### config.mk
export PLATFORM = sky130hd
export DESIGN_NAME = tick_serial_tx
export DESIGN_NICKNAME = d
export VERILOG_FILES = /design/src/rtl/tick_serial_tx.sv
export SDC_FILE = /design/constraint.sdc
export NUM_CORES = 1
export LEC_CHECK = 0
export BUFFER_PORTS_ARGS = -buffer_cell sky130_fd_sc_hd__buf_2
export CAP_MARGIN = 20
export CORE_MARGIN = 1
export CORE_UTILIZATION = 45
export DETAILED_ROUTE_END_ITERATION = 8
export PLACE_DENSITY = 0.65
export RECOVER_POWER = 100
export SKIP_LAST_GASP = 1
export SLEW_MARGIN = 10
export SYNTH_ARGS = -nofsm -noshare
export SYNTH_HDL_FRONTEND = slang
export SYNTH_SLANG_ARGS = --single-unit
### constraint.sdc
create_clock -name clk -period 1.9 [get_ports clk]
set_input_delay 0.19 -clock clk [delete_from_list [all_inputs] [get_ports clk]]
set_output_delay 0.19 -clock clk [all_outputs]
set_load 0.005 [all_outputs]
### src/rtl/tick_serial_tx.sv
// tick_serial_tx: UART-style serial transmitter paced by an external tick strobe.
// One bit period equals one tick interval. Frame: start bit, DATA_WIDTH data
// bits LSB first, optional even parity, STOP_BITS stop bits. tx is registered.
// Optional feature: define TICK_SERIAL_TX_PARITY_EN to insert the even-parity bit.
module tick_serial_tx #(
    parameter int DATA_WIDTH = 8,
    parameter int STOP_BITS  = 1
) (
    input  logic                  clk,
    input  logic                  rst,
    input  logic                  tick,
    input  logic [DATA_WIDTH-1:0] data_in,
    input  logic                  valid,
    output logic                  ready,
    output logic                  tx,
    output logic                  busy
);

    localparam int CNT_W = $clog2(DATA_WIDTH) + 1;
    localparam logic [CNT_W-1:0] LAST_DATA_IDX = CNT_W'(DATA_WIDTH - 1);
    localparam logic [CNT_W-1:0] LAST_STOP_IDX = CNT_W'(STOP_BITS - 1);
    localparam logic [CNT_W-1:0] CNT_ONE       = CNT_W'(1);

    typedef enum logic [2:0] {
        IDLE,
        ARMED,
        START,
        DATA,
`ifdef TICK_SERIAL_TX_PARITY_EN
        PARITY,
`endif
        STOP
    } state_e;

    state_e                  state_q, state_d;
    logic [DATA_WIDTH-1:0]   shift_q, shift_d;
    logic [DATA_WIDTH-1:0]   shift_nxt;
    logic [CNT_W-1:0]        cnt_q, cnt_d;
    logic                    tx_q, tx_d;
`ifdef TICK_SERIAL_TX_PARITY_EN
    logic                    parity_q, parity_d;
`endif

    // Handshake and status are pure functions of the state register.
    assign ready = (state_q == IDLE);
    assign busy  = (state_q != IDLE);
    assign tx    = tx_q;

    // Next-state logic: every transition after acceptance waits for a sampled tick.
    always_comb begin
        // NOTE: every signal driven here gets a default first so no latch is inferred.
        state_d   = state_q;
        shift_d   = shift_q;
        cnt_d     = cnt_q;
        tx_d      = tx_q;
        shift_nxt = shift_q >> 1;
`ifdef TICK_SERIAL_TX_PARITY_EN
        parity_d  = parity_q;
`endif

        case (state_q)
            IDLE: begin
                tx_d = 1'b1;
                // A tick in this same cycle is deliberately ignored; the frame
                // aligns to the next tick seen in ARMED.
                if (valid) begin
                    shift_d = data_in;
                    cnt_d   = '0;
                    state_d = ARMED;
`ifdef TICK_SERIAL_TX_PARITY_EN
                    parity_d = ^data_in;
`endif
                end
            end

            ARMED: begin
                if (tick) begin
                    state_d = START;
                    tx_d    = 1'b0;
                end
            end

            START: begin
                if (tick) begin
                    state_d = DATA;
                    cnt_d   = '0;
                    tx_d    = shift_q[0];
                end
            end

            DATA: begin
                if (tick) begin
                    shift_d = shift_nxt;
                    if (cnt_q == LAST_DATA_IDX) begin
                        // Counter is reused to count stop bits, so clear it here.
                        cnt_d = '0;
`ifdef TICK_SERIAL_TX_PARITY_EN
                        state_d = PARITY;
                        tx_d    = parity_q;
`else
                        state_d = STOP;
                        tx_d    = 1'b1;
`endif
                    end else begin
                        cnt_d = cnt_q + CNT_ONE;
                        tx_d  = shift_nxt[0];
                    end
                end
            end

`ifdef TICK_SERIAL_TX_PARITY_EN
            PARITY: begin
                if (tick) begin
                    state_d = STOP;
                    cnt_d   = '0;
                    tx_d    = 1'b1;
                end
            end
`endif

            STOP: begin
                tx_d = 1'b1;
                if (tick) begin
                    if (cnt_q == LAST_STOP_IDX) begin
                        state_d = IDLE;
                        cnt_d   = '0;
                    end else begin
                        cnt_d = cnt_q + CNT_ONE;
                    end
                end
            end

            default: begin
                state_d = IDLE;
                tx_d    = 1'b1;
            end
        endcase
    end

    // State register with synchronous reset; reset aborts any frame in flight.
    always_ff @(posedge clk) begin
        // NOTE: sequential state uses non-blocking assignments only, so every
        // register samples the values from before this edge.
        if (rst) begin
            state_q  <= IDLE;
            shift_q  <= '0;
            cnt_q    <= '0;
            tx_q     <= 1'b1;
`ifdef TICK_SERIAL_TX_PARITY_EN
            parity_q <= 1'b0;
`endif
        end else begin
            state_q  <= state_d;
            shift_q  <= shift_d;
            cnt_q    <= cnt_d;
            tx_q     <= tx_d;
`ifdef TICK_SERIAL_TX_PARITY_EN
            parity_q <= parity_d;
`endif
        end
    end

endmodule

==> results.txt <==
The critical path ends at shift_q[3]. In this run, placement finished with an instance count of 135. STA puts the critical path data required time at 2.08 ns. Clock tree synthesis found a total of 16 sinks. The number of clock buffers added by TritonCTS is 3. The violation count after the first detailed-routing iteration is 9.

The remaining antenna violation count after routing is 0. The number of max-cap violations is 0. The critical path goes through or3b_1, a21oi_4, nor2_1, a211oi_1. The number of cells upsized or downsized after cts is 0.

The die is 46.7 um wide. The via-per-instance ratio is 5.51. The initial antenna violation count is 0. The growth of design area from synthesis to finish came out at 9.18%. For this run, the slowest stage of the critical path takes 0.46 ns. The met2 wire length is 806 um. The overall overflow remaining after global route is 0. The maximum clock frequency came out at 0.588 GHz. Yosys mapped a number of flops with a built-in enable equal to 0. The worst hold slack came out at 0.223 ns. The maximum clock insertion buffer count came out at 2. Setup repair after global routing left no endpoint under its margin.

The cell row count is 15. At the later pin of the worst-skew pair, clock insertion delay measures 0.28 ns. The clock transition time at the flip-flop clock pins of the worst setup and hold paths is 0.09 ns. The post-CTS setup buffer count is 0. The number of synthesized register bits came out at 16.

Across all layers, the routed design uses 760 vias. The final cycle utilization of the critical path is 0.895. The fraction of registers with async set or reset after synthesis came out at 0. The total power per unit cell area is 957 mW/mm2.

By area the synthesized netlist is led by dfxtp_1 (36%), mux2i_1 (8.9%), nor2_1 (5.0%). The endpoint identified for the worst register-to-register timing path is shift_q[3]. The antenna diode instance count came out at 0.

The mean area per synthesized cell came out at 8.91 um2. The count of pins over their slew limit came out at 0. The met1 wire length came out at 847 um. IR analysis of the VDD net gives a maximum drop of 0.635 mV. For this run, the post-layout net count is 129. The count of final hold-check violations is 0.

By count the netlist is led by dfxtp_1 (16), nor2_1 (12), mux2i_1 (8). The finished layout holds 138 standard cells, fillers aside. The post-synthesis sequential area ratio came out at 0.356. The sum of met3 wire segment lengths after detailed routing came out at 64 um.

The hold buffer count at cts came out at 0. The setup total negative slack came out at 0 ns. The CTS tree is yes. The synthesized netlist cell count is 101.

STA classifies the critical path endpoint as a flip-flop. The cell with the most instances after synthesis is dfxtp_1. Tracing the worst setup path back leads to its startpoint at state_q[0]. When the netlist entered floorplanning its net count stood at 115. The final routed wirelength across all metal layers is 1730 um. The die height came out at 46.7 um. The run finished with clean final reports. The die covers 0.00218 mm2. The arrival time at the worst endpoint is 1.88 ns. The final RePlAce weighted congestion came out at 0.750. The beginning of the worst register-to-register path is state_q[0]. The slew of the pin with the lowest slew margin came out at 0.393 ns.

For this run, design rule violations remaining after detail routing come to 0. The estimated wirelength of the detail-placed design came out at 1260 um. The effective utilization at floorplan is 0.499. The area share of the largest cell type after synthesis is 0.356. The port buffer count is 14. The tightest min-delay check is of the in2reg type. The floorplan core area is 0.00180 mm2.

The post-route minimum period came out at 1.70 ns. The number of synthesis warnings came out at 0. In this run the clock root is driven by a clkbuf_4. The number of setup violations in the final report came out at 0. The number of levels in the clock H-tree came out at 1.

The pin count of the biggest net entering global routing came out at 18. The via count of the first global-routing pass came to 666. The analysis attributes to cell leakage a power of 0.410 nW. STA classifies the critical path startpoint as a flip-flop. On the critical path, the stage with the largest delay is an instance of or3b_1. The top fanout value on the critical path is 15. Summing every instance area after synthesis gives 900 um2.

The first detailed-routing pass took 4 iterations. In this run the register-to-register setup slack is 0.20 ns. The most frequently used flop master after synthesis is dfxtp_1. For this design the top-level I/O count stands at 15. In this run the top signal layer used is met4. The global-route wire length before repair came out at 2800 um. The clock arrives with 0.00631 ns of skew. Of the cells placed in the final design, the portion with a size suffix greater than 1 is 0.230.

The max-slew headroom at the worst pin is 0.735. The path type of the worst setup path is reg2reg. In the global route stage, overall resource usage came out at 0.182. The number of distinct standard cells referenced by the synthesized netlist is 36.

Summed over all instances, the cell type with the most area after synthesis is dfxtp_1. Counting cells, the worst reg-to-reg path comes to 4. The detail-routed net length per standard cell came out at 12.5 um.
## cells in the final DEF, fill, tap and decap left out
master	Yosys	layout
or3_1	1	1
a21oi_1	4	4
o21ai_0	3	3
or2_2	1	1
o211ai_1	1	1
or3b_1	0	1
nor2_1	12	12
nand3_1	6	6
and3b_1	1	1
buf_4	1	2
o31ai_1	1	1
or4_1	1	1
nor3b_1	1	1
a211oi_2	3	2
a21oi_4	1	1
ha_1	2	2
a31oi_1	2	2
a31o_2	2	2
a211oi_1	4	5
nand2b_1	3	3
mux2i_1	8	8
nor3_1	1	1
nor4_1	2	2
nand2_1	4	4
buf_2	2	13
clkbuf_4	0	3
o22a_1	1	1
nand4_1	1	1
dfxtp_1	16	16
nand3b_1	1	1
or3b_2	1	1
o22ai_2	1	1
inv_1	4	4
o22ai_1	2	2
clkbuf_1	2	1
nor4b_1	2	2
## sequential cells by signal, indices dropped and copies added (netlist names)
register and flops:
cnt_q 4, tx 1, state_q 3, shift_q 8
## worst min path at each step
stage | from | end | slack (ns) | cells past startpoint
finish | data_in[7] | shift_q[7] | 0.22 | 3
global route | data_in[7] | shift_q[7] | 0.24 | 3
CTS | data_in[7] | shift_q[7] | 0.22 | 3
detailed placement | shift_q[7] | shift_q[7] | 0.48 | 2
global placement | shift_q[7] | shift_q[7] | 0.46 | 2
floorplan | valid | shift_q[7] | 0.34 | 2
## final cells by class
cell class | count | area [um2]
Tap cell | 25 | 31.3
Timing Repair Buffer | 16 | 83.8
Fill cell | 201 | 820
Sequential cell | 16 | 320
Multi-Input combinational cell | 74 | 509
Inverter | 4 | 15.0
Clock buffer | 3 | 22.5
## worst max-delay path: cells and delay by family (launching register included)
| kind | cells | cell delay, ns |
|---|---|---|
| AO/OA/AOI/OAI | 2 | 0.63 |
| AND/OR/NAND/NOR | 2 | 0.54 |
| flip-flops | 1 | 0.43 |
## cell families (layout without fill, tap and decap cells)
group,after synthesis,after routing,share of synthesized area
mux,8,8,0.0890
buf+inv,11,23,0.0695
simple gates,39,39,0.238
flops,16,16,0.356
compound gates,25,25,0.220
fa+ha+maj,2,2,0.0278
## per-layer routing
metal	vias up	GRT usage
met5	-	0
met4	0	0.0514
met3	2	0.0588
met2	12	0.297
met1	345	0.230
li1	401	-
## through the flow
stage	power, mW	util	setup slack, ns	instance area (um2)
6_report	0.940	0.545	0.199	982
5_1_grt	1.02	0.545	0.0562	982
4_1_cts	0.963	0.550	0.218	991
3_5_place_dp	0.793	0.538	0.243	968
3_3_place_gp	0.778	0.538	0.299	968
2_1_floorplan	0.731	-	0.443	900
## where the power goes
| group | switching, mW | leakage [nW] | internal (mW) | total [mW] |
|---|---|---|---|---|
| clock network | 0.0948 | 0.0138 | 0.0734 | 0.168 |
| registers | 0.0598 | 0.131 | 0.392 | 0.452 |
| logic | 0.171 | 0.265 | 0.149 | 0.320 |
| total | 0.326 | 0.410 | 0.615 | 0.940 |
Note: power is estimated with default switching activity, not from simulation.
